==> config.mk <==
export PLATFORM = sky130hd
export DESIGN_NAME = move_sequencer_flat
export DESIGN_NICKNAME = d
export VERILOG_FILES = /design/src/rtl/rapcores_pkg.sv /design/src/rtl/move_sequencer_if.sv /design/src/rtl/move_fifo.sv /design/src/rtl/move_sequencer.sv /design/src/flat_wrapper.sv
export SDC_FILE = /design/constraint.sdc
export NUM_CORES = 1
export LEC_CHECK = 0
export CORE_ASPECT_RATIO = 1.25
export CORE_MARGIN = 5
export CORE_UTILIZATION = 58
export CTS_BUF_LIST = sky130_fd_sc_hd__clkbuf_4 sky130_fd_sc_hd__clkbuf_8
export DETAILED_ROUTE_END_ITERATION = 16
export PLACE_DENSITY = 0.82
export SLEW_MARGIN = 20
export SYNTH_ARGS = -nofsm -noshare
export SYNTH_HDL_FRONTEND = slang
export SYNTH_HIERARCHICAL = 1
export SYNTH_SLANG_ARGS = --single-unit
==> constraint.sdc <==
create_clock -name CLK -period 7.8 [get_ports CLK]
set_input_delay 1.17 -clock CLK [delete_from_list [all_inputs] [get_ports CLK]]
set_output_delay 1.17 -clock CLK [all_outputs]
set_load 0.1 [all_outputs]
==> src/rtl/rapcores_pkg.sv <==
// Shared types for the rapcores motion blocks: the queued move record and
// the sequencer state encoding.
package rapcores_pkg;

    localparam int MOVE_W_DEFAULT = 64;

    // Fields are sized for the widest supported move; narrower builds
    // zero/sign-extend into them.
    typedef struct packed {
        logic                      dir;
        logic [MOVE_W_DEFAULT-1:0] duration;
        logic [MOVE_W_DEFAULT-1:0] increment;
        logic [MOVE_W_DEFAULT-1:0] incinc;
    } move_cmd_t;

    typedef enum logic [1:0] {
        SEQ_IDLE  = 2'd0,
        SEQ_ISSUE = 2'd1,
        SEQ_RUN   = 2'd2
    } seq_state_t;

endpackage

==> src/rtl/move_sequencer_if.sv <==
// Host command channel and step-generator channel of the move sequencer.
// slave is the sequencer side, master is the host/generator side.
interface move_sequencer_if
    import rapcores_pkg::*;
#(
    parameter int MOVE_W = MOVE_W_DEFAULT
);

    logic              cmd_valid;
    logic              cmd_ready;
    logic              cmd_dir;
    logic [MOVE_W-1:0] cmd_duration;
    logic [MOVE_W-1:0] cmd_increment;
    logic [MOVE_W-1:0] cmd_incinc;

    logic              gen_start;
    logic              gen_dir;
    logic [MOVE_W-1:0] gen_duration;
    logic [MOVE_W-1:0] gen_increment;
    logic [MOVE_W-1:0] gen_incinc;
    logic              gen_done;

    modport slave (
        input  cmd_valid, cmd_dir, cmd_duration, cmd_increment, cmd_incinc,
        output cmd_ready,
        output gen_start, gen_dir, gen_duration, gen_increment, gen_incinc,
        input  gen_done
    );

    modport master (
        output cmd_valid, cmd_dir, cmd_duration, cmd_increment, cmd_incinc,
        input  cmd_ready,
        input  gen_start, gen_dir, gen_duration, gen_increment, gen_incinc,
        output gen_done
    );

endinterface

==> src/rtl/move_fifo.sv <==
// Synchronous DEPTH-entry queue of move_cmd_t with first-word fall-through head.
module move_fifo
    import rapcores_pkg::*;
#(
    parameter int DEPTH = 4
) (
    input  logic                         CLK,
    input  logic                         resetn,
    input  logic                         flush,
    input  logic                         push,
    input  move_cmd_t                    push_data,
    input  logic                         pop,
    output move_cmd_t                    head,
    output logic                         full,
    output logic                         empty,
    output logic [$clog2(DEPTH+1)-1:0]   count
);

    localparam int PTR_W = $clog2(DEPTH);
    localparam int CNT_W = $clog2(DEPTH + 1);

    move_cmd_t        mem [DEPTH];
    logic [PTR_W-1:0] wr_ptr;
    logic [PTR_W-1:0] rd_ptr;
    logic             do_push;
    logic             do_pop;

    assign full    = (count == CNT_W'(DEPTH));
    assign empty   = (count == '0);
    assign do_push = push && !full;
    assign do_pop  = pop && !empty;
    assign head    = mem[rd_ptr];

    // DEPTH is a power of two, so the pointers wrap on their own.
    always_ff @(posedge CLK) begin
        if (!resetn || flush) begin
            wr_ptr <= '0;
            rd_ptr <= '0;
            count  <= '0;
        end else begin
            if (do_push) wr_ptr <= wr_ptr + PTR_W'(1);
            if (do_pop)  rd_ptr <= rd_ptr + PTR_W'(1);
            case ({do_push, do_pop})
                2'b10:   count <= count + CNT_W'(1);
                2'b01:   count <= count - CNT_W'(1);
                default: count <= count;
            endcase
        end
    end

    always_ff @(posedge CLK) begin
        if (resetn && !flush && do_push) mem[wr_ptr] <= push_data;
    end

endmodule

==> src/rtl/move_sequencer.sv <==
// Queues host move commands and launches them one at a time on the step generator.
// Optional MOVE_SEQUENCER_ABORT_EN adds abort input and gen_abort output.
module move_sequencer
    import rapcores_pkg::*;
#(
    parameter int DEPTH  = 4,
    parameter int MOVE_W = MOVE_W_DEFAULT
) (
    input  logic                         CLK,
    input  logic                         resetn,
    move_sequencer_if.slave              bus,
    output logic [$clog2(DEPTH+1)-1:0]   fill,
    output logic                         idle,
    output logic                         underrun,
    input  logic                         clr_underrun,
    output logic [31:0]                  moves_done
`ifdef MOVE_SEQUENCER_ABORT_EN
    ,
    input  logic                         abort,
    output logic                         gen_abort
`endif
);

    seq_state_t state;
    seq_state_t state_nxt;
    move_cmd_t  cmd_in;
    move_cmd_t  head;
    logic       active_q;
    logic       done_q;
    logic       have_next_q;
    logic       abort_req;
    logic       push;
    logic       pop;
    logic       done_evt;
    logic       fifo_full;
    logic       fifo_empty;

`ifdef MOVE_SEQUENCER_ABORT_EN
    assign abort_req = abort;
`else
    assign abort_req = 1'b0;
`endif

    // active_q keeps cmd_ready low while in reset without looking at inputs.
    assign bus.cmd_ready = active_q && !fifo_full;
    assign push          = bus.cmd_valid && bus.cmd_ready && !abort_req;
    assign pop           = (state == SEQ_ISSUE);
    assign bus.gen_start = (state == SEQ_ISSUE);
    assign idle          = (state == SEQ_IDLE) && fifo_empty;
    assign done_evt      = bus.gen_done && (state == SEQ_RUN) && !done_q && !abort_req;

    always_comb begin
        cmd_in           = '0;
        cmd_in.dir       = bus.cmd_dir;
        cmd_in.duration  = MOVE_W_DEFAULT'(bus.cmd_duration);
        cmd_in.increment = MOVE_W_DEFAULT'($signed(bus.cmd_increment));
        cmd_in.incinc    = MOVE_W_DEFAULT'($signed(bus.cmd_incinc));
    end

    move_fifo #(
        .DEPTH (DEPTH)
    ) u_fifo (
        .CLK       (CLK),
        .resetn    (resetn),
        .flush     (abort_req),
        .push      (push),
        .push_data (cmd_in),
        .pop       (pop),
        .head      (head),
        .full      (fifo_full),
        .empty     (fifo_empty),
        .count     (fill)
    );

    // gen_done is registered first so both launch paths reach gen_start two cycles later.
    always_comb begin
        state_nxt = state;
        case (state)
            SEQ_IDLE:  if (!fifo_empty) state_nxt = SEQ_ISSUE;
            SEQ_ISSUE: state_nxt = SEQ_RUN;
            SEQ_RUN:   if (done_q) state_nxt = have_next_q ? SEQ_ISSUE : SEQ_IDLE;
            default:   state_nxt = SEQ_IDLE;
        endcase
        if (abort_req) state_nxt = SEQ_IDLE;
    end

    always_ff @(posedge CLK) begin
        if (!resetn) begin
            state       <= SEQ_IDLE;
            active_q    <= 1'b0;
            done_q      <= 1'b0;
            have_next_q <= 1'b0;
        end else begin
            state       <= state_nxt;
            active_q    <= 1'b1;
            done_q      <= done_evt;
            have_next_q <= !fifo_empty;
        end
    end

    // Parameters are captured from the head as ISSUE is entered, so they are
    // valid alongside gen_start and hold until the next launch.
    always_ff @(posedge CLK) begin
        if (!resetn) begin
            bus.gen_dir       <= 1'b0;
            bus.gen_duration  <= '0;
            bus.gen_increment <= '0;
            bus.gen_incinc    <= '0;
        end else if (state_nxt == SEQ_ISSUE) begin
            bus.gen_dir       <= head.dir;
            bus.gen_duration  <= head.duration[MOVE_W-1:0];
            bus.gen_increment <= head.increment[MOVE_W-1:0];
            bus.gen_incinc    <= head.incinc[MOVE_W-1:0];
        end
    end

    always_ff @(posedge CLK) begin
        if (!resetn) begin
            moves_done <= '0;
            underrun   <= 1'b0;
        end else begin
            if (done_evt) moves_done <= moves_done + 32'd1;
            if (done_evt && fifo_empty) underrun <= 1'b1;
            else if (clr_underrun)      underrun <= 1'b0;
        end
    end

`ifdef MOVE_SEQUENCER_ABORT_EN
    always_ff @(posedge CLK) begin
        if (!resetn) gen_abort <= 1'b0;
        else         gen_abort <= abort_req && ((state == SEQ_RUN) || (state == SEQ_ISSUE));
    end
`endif

endmodule
==> src/flat_wrapper.sv <==
// flat-port wrapper written by rule: the top's interface ports become plain ports
module move_sequencer_flat import rapcores_pkg::*;
#(
    parameter int DEPTH  = 4,
    parameter int MOVE_W = MOVE_W_DEFAULT
)
  (CLK, resetn, fill, idle, underrun, clr_underrun, moves_done, bus_cmd_valid, bus_cmd_dir, bus_cmd_duration, bus_cmd_increment, bus_cmd_incinc, bus_cmd_ready, bus_gen_start, bus_gen_dir, bus_gen_duration, bus_gen_increment, bus_gen_incinc, bus_gen_done);
  move_sequencer_if #(.MOVE_W(MOVE_W)) bus_i ();
  input  logic CLK;
  input  logic resetn;
  output logic [$clog2(DEPTH+1)-1:0] fill;
  output logic idle;
  output logic underrun;
  input  logic clr_underrun;
  output logic [31:0] moves_done;
  input wire logic [$bits(bus_i.cmd_valid)-1:0] bus_cmd_valid;
  input wire logic [$bits(bus_i.cmd_dir)-1:0] bus_cmd_dir;
  input wire logic [$bits(bus_i.cmd_duration)-1:0] bus_cmd_duration;
  input wire logic [$bits(bus_i.cmd_increment)-1:0] bus_cmd_increment;
  input wire logic [$bits(bus_i.cmd_incinc)-1:0] bus_cmd_incinc;
  output wire logic [$bits(bus_i.cmd_ready)-1:0] bus_cmd_ready;
  output wire logic [$bits(bus_i.gen_start)-1:0] bus_gen_start;
  output wire logic [$bits(bus_i.gen_dir)-1:0] bus_gen_dir;
  output wire logic [$bits(bus_i.gen_duration)-1:0] bus_gen_duration;
  output wire logic [$bits(bus_i.gen_increment)-1:0] bus_gen_increment;
  output wire logic [$bits(bus_i.gen_incinc)-1:0] bus_gen_incinc;
  input wire logic [$bits(bus_i.gen_done)-1:0] bus_gen_done;
  assign bus_i.cmd_valid = bus_cmd_valid;
  assign bus_i.cmd_dir = bus_cmd_dir;
  assign bus_i.cmd_duration = bus_cmd_duration;
  assign bus_i.cmd_increment = bus_cmd_increment;
  assign bus_i.cmd_incinc = bus_cmd_incinc;
  assign bus_cmd_ready = bus_i.cmd_ready;
  assign bus_gen_start = bus_i.gen_start;
  assign bus_gen_dir = bus_i.gen_dir;
  assign bus_gen_duration = bus_i.gen_duration;
  assign bus_gen_increment = bus_i.gen_increment;
  assign bus_gen_incinc = bus_i.gen_incinc;
  assign bus_i.gen_done = bus_gen_done;
  move_sequencer #(.DEPTH(DEPTH), .MOVE_W(MOVE_W)) u_core (.CLK(CLK), .resetn(resetn), .bus(bus_i), .fill(fill), .idle(idle), .underrun(underrun), .clr_underrun(clr_underrun), .moves_done(moves_done));
endmodule
==> results.ini <==
[critical_path]
cp-start-kind = flop
worst-path-buf-inv = 2
crit_fanout = 8
critical_path_class = reg2out
cp_data_arrival_time_ns = 2.96
path_cells = nor3_1, buf_4, nor3b_1, clkdlybuf4s50_1
end_kind = output port
worst-endpoint-required_ns = 6.63
cp_slowest_cell = clkdlybuf4s50_1
path_delay_family = buffers and inverters
max_stage_delay_ns = 1.20

[logic_synthesis]
synth_cells = 2109
synth-seq-cells = 1012
syn_avg_cell_area_um2 = 17.44
syn_area_um2 = 36780
async_flop_share_pct = 0
synthFlopType = edfxtp_1
synth_area_leader_cell = edfxtp_1
synth_most_common_cell = edfxtp_1
synth_top_cells_by_area = edfxtp_1 (63%), dfxtp_1 (13%), mux4_2 (12%)
synth_cell_types = 49
ys_seq_area_share_pct = 76.09
synth_top_area_share_pct = 63.03
synth_warnings = 6
synth_edf_count = 772
yosys-top-cells-count = edfxtp_1 (772), nand2_1 (401), dfxtp_1 (240)

[pwr]
power_density_nw_per_um2 = 239.9
p_leak_uw = 0.01400
p_sw_share_pct = 21.60
switchingPower_uw = 2321
ir_drop_uv = 169.7
clkPwrFrac_pct = 40.0
power.internal_uw = 8427
power_frac_comb_pct = 5.3
pwr-share-seq_pct = 54.6

[timing]
max_clock_freq_mhz = 242.4
skew_ns = 0.03320
max-slew-margin-rel_pct = 15.92
hold_violations = 0
setup_viol = 0
rsz0062_at_grt = false
setup_ws_ns = 3.674
post-route-period-util_pct = 52.90
hold_slack_ns = 0.4559
finalCriticalPeriod_ns = 4.126
tns_ns = 0
worst_slew_pin_slew_ns = 1.261
slew_violations = 0

[global_route]
antenna_found_initial = 24
track_usage_pct = 24.20
grt_pass1_vias = 21980
grt_max_degree = 195
gr-total-overflow = 0
grt_pass1_wl_mm = 127.7

[worst_hold_path]
min-delay-path-class = reg2reg

[run_status]
status = completed

[placed_design]
port_buffers = 429
pre_cts_slack_ns = 3.329
gp_congestion = 0.8263
detailed_place_hpwl_mm = 48.42

[detailed_routing]
drc_errors = 0
vias = 20510
via_per_inst = 5.746
ant_nets = 0
drt_iter0_drc = 1699
wl_per_cell_um = 23.15
wl_mm = 82.64
first_pass_iters = 5

[floorplan]
ios = 430
initial_utilization_pct = 58.36
row_count = 103
core_area_um2 = 63020
die_height_um = 291.5
die_x_um = 235.2
die_area_um2 = 68580

[layout]
final_util_pct = 71.10
num-fill-cells = 3852
drive_gt1_share_pct = 17.88
nets = 2793
syn_to_final_growth_pct = 21.82

[clock_tree]
cts-hold-fix-buffers = 0
cts_resized = 0
clk_pin_slew_ns = 0.07
cts_sinks = 1012
cts_tree = built
postCtsSetupBuffers = 0
cts_buffers = 147
clk-insertion-delay-late_ns = 0.77
clockRootBuffer = clkbuf_8
clock_tree.buffer_depth = 3
htree_levels = 4

[job]
max_cap_viol_count = 0

final cells by class:
class                           instances  area [um^2]  share of cell area [%]
Clock inverter                         36        251.5                  0.5613
Timing Repair Buffer                  446         4491                   10.02
Multi-Input combinational cell        969         8056                   17.98
Antenna cell                           18        45.04                  0.1005
Clock buffer                          237         2868                   6.400
Tap cell                              840         1051                   2.346
Inverter                               12        50.05                  0.1117
Sequential cell                      1012        27990                   62.48
flip-flops by register name, summed over array words and instances (netlist names), named ones only:
| name | cells |
|---|---|
| u_core/state | 2 |
| u_core/have_next_q | 1 |
| u_core/done_q | 1 |
| u_core/active_q | 1 |
| u_core/bus.gen_incinc | 64 |
| u_core/underrun | 1 |
| u_core/moves_done | 32 |
| u_core/bus.gen_duration | 64 |
| u_core/u_fifo/rd_ptr | 2 |
| u_core/u_fifo/wr_ptr | 2 |
| u_core/bus.gen_increment | 64 |
| u_core/u_fifo/count | 3 |
| u_core/u_fifo/mem | 772 |
| u_core/bus.gen_dir | 1 |
worst paths after layout:
check	startpoint	to	slack (ns)	depth (start not counted)
setup / recovery	u_core/u_fifo/count[0]	idle	3.67	4
hold / removal	u_core/bus.gen_duration[12]	u_core/bus.gen_duration[12]	0.46	2
setup reg to reg	u_core/u_fifo/count[0]	u_core/u_fifo/mem[0][5]	4.31	7
hold reg to reg	u_core/bus.gen_duration[12]	u_core/bus.gen_duration[12]	0.46	2
cells by family (layout without fill, tap and decap cells):
group	Yosys count	in the layout	synth area share (%)
flops	1012	1012	76.09
xor+xnor	13	13	0.3096
simple gates	508	508	5.851
mux	196	196	11.90
buf+inv	129	731	2.106
other cells	1	20	0.01020
fa+ha+maj	7	7	0.2585
compound gates	243	243	3.473
tightest hold or removal path: cells and delay by family (launching register included):
family | cells | cell delay [ns]
AOI/OAI and AO/OA | 1 | 0.05
DFF | 1 | 0.31
and+or+nand+nor | 1 | 0.05
stage by stage:
stage               power, uW  instances  cell area [um^2]
finish                  10750       3570             44810
floorplan                6308       2110             36790
global route            11150       3567             44800
global placement         6542       3279             41650
CTS                     10860       3552             44770
detailed placement       6560       3279             41650
layer usage:
| layer | global-route usage (%) | wire (um) | up-vias |
|---|---|---|---|
| met5 | 0 | 69 | - |
| met4 | 11.56 | 3371 | 10 |
| met3 | 5.951 | 5629 | 195 |
| met2 | 40.51 | 41970 | 846 |
| met1 | 30.10 | 31600 | 10380 |
| li1 | - | - | 9083 |
power groups by stage:
stage,logic (uW),registers [uW],clock network (uW)
finish,573,5870,4300
floorplan,114,6190,0
global placement,559,5980,0
detailed placement,574,5990,0
global route,601,5870,4680
CTS,576,5870,4410
cells in the final DEF, fill, tap and decap left out, drive strengths merged, types with 11 or more instances in the layout:
cell type,instances
a21oi,215
buf,19
clkbuf,237
clkdlybuf4s50,427
clkinv,27
dfxtp,240
diode,18
edfxtp,772
inv,16
mux4,193
nand2,401
nand3,13
nor2,22
o31ai,11
or4,12
Power figures use the tool's default switching activity.
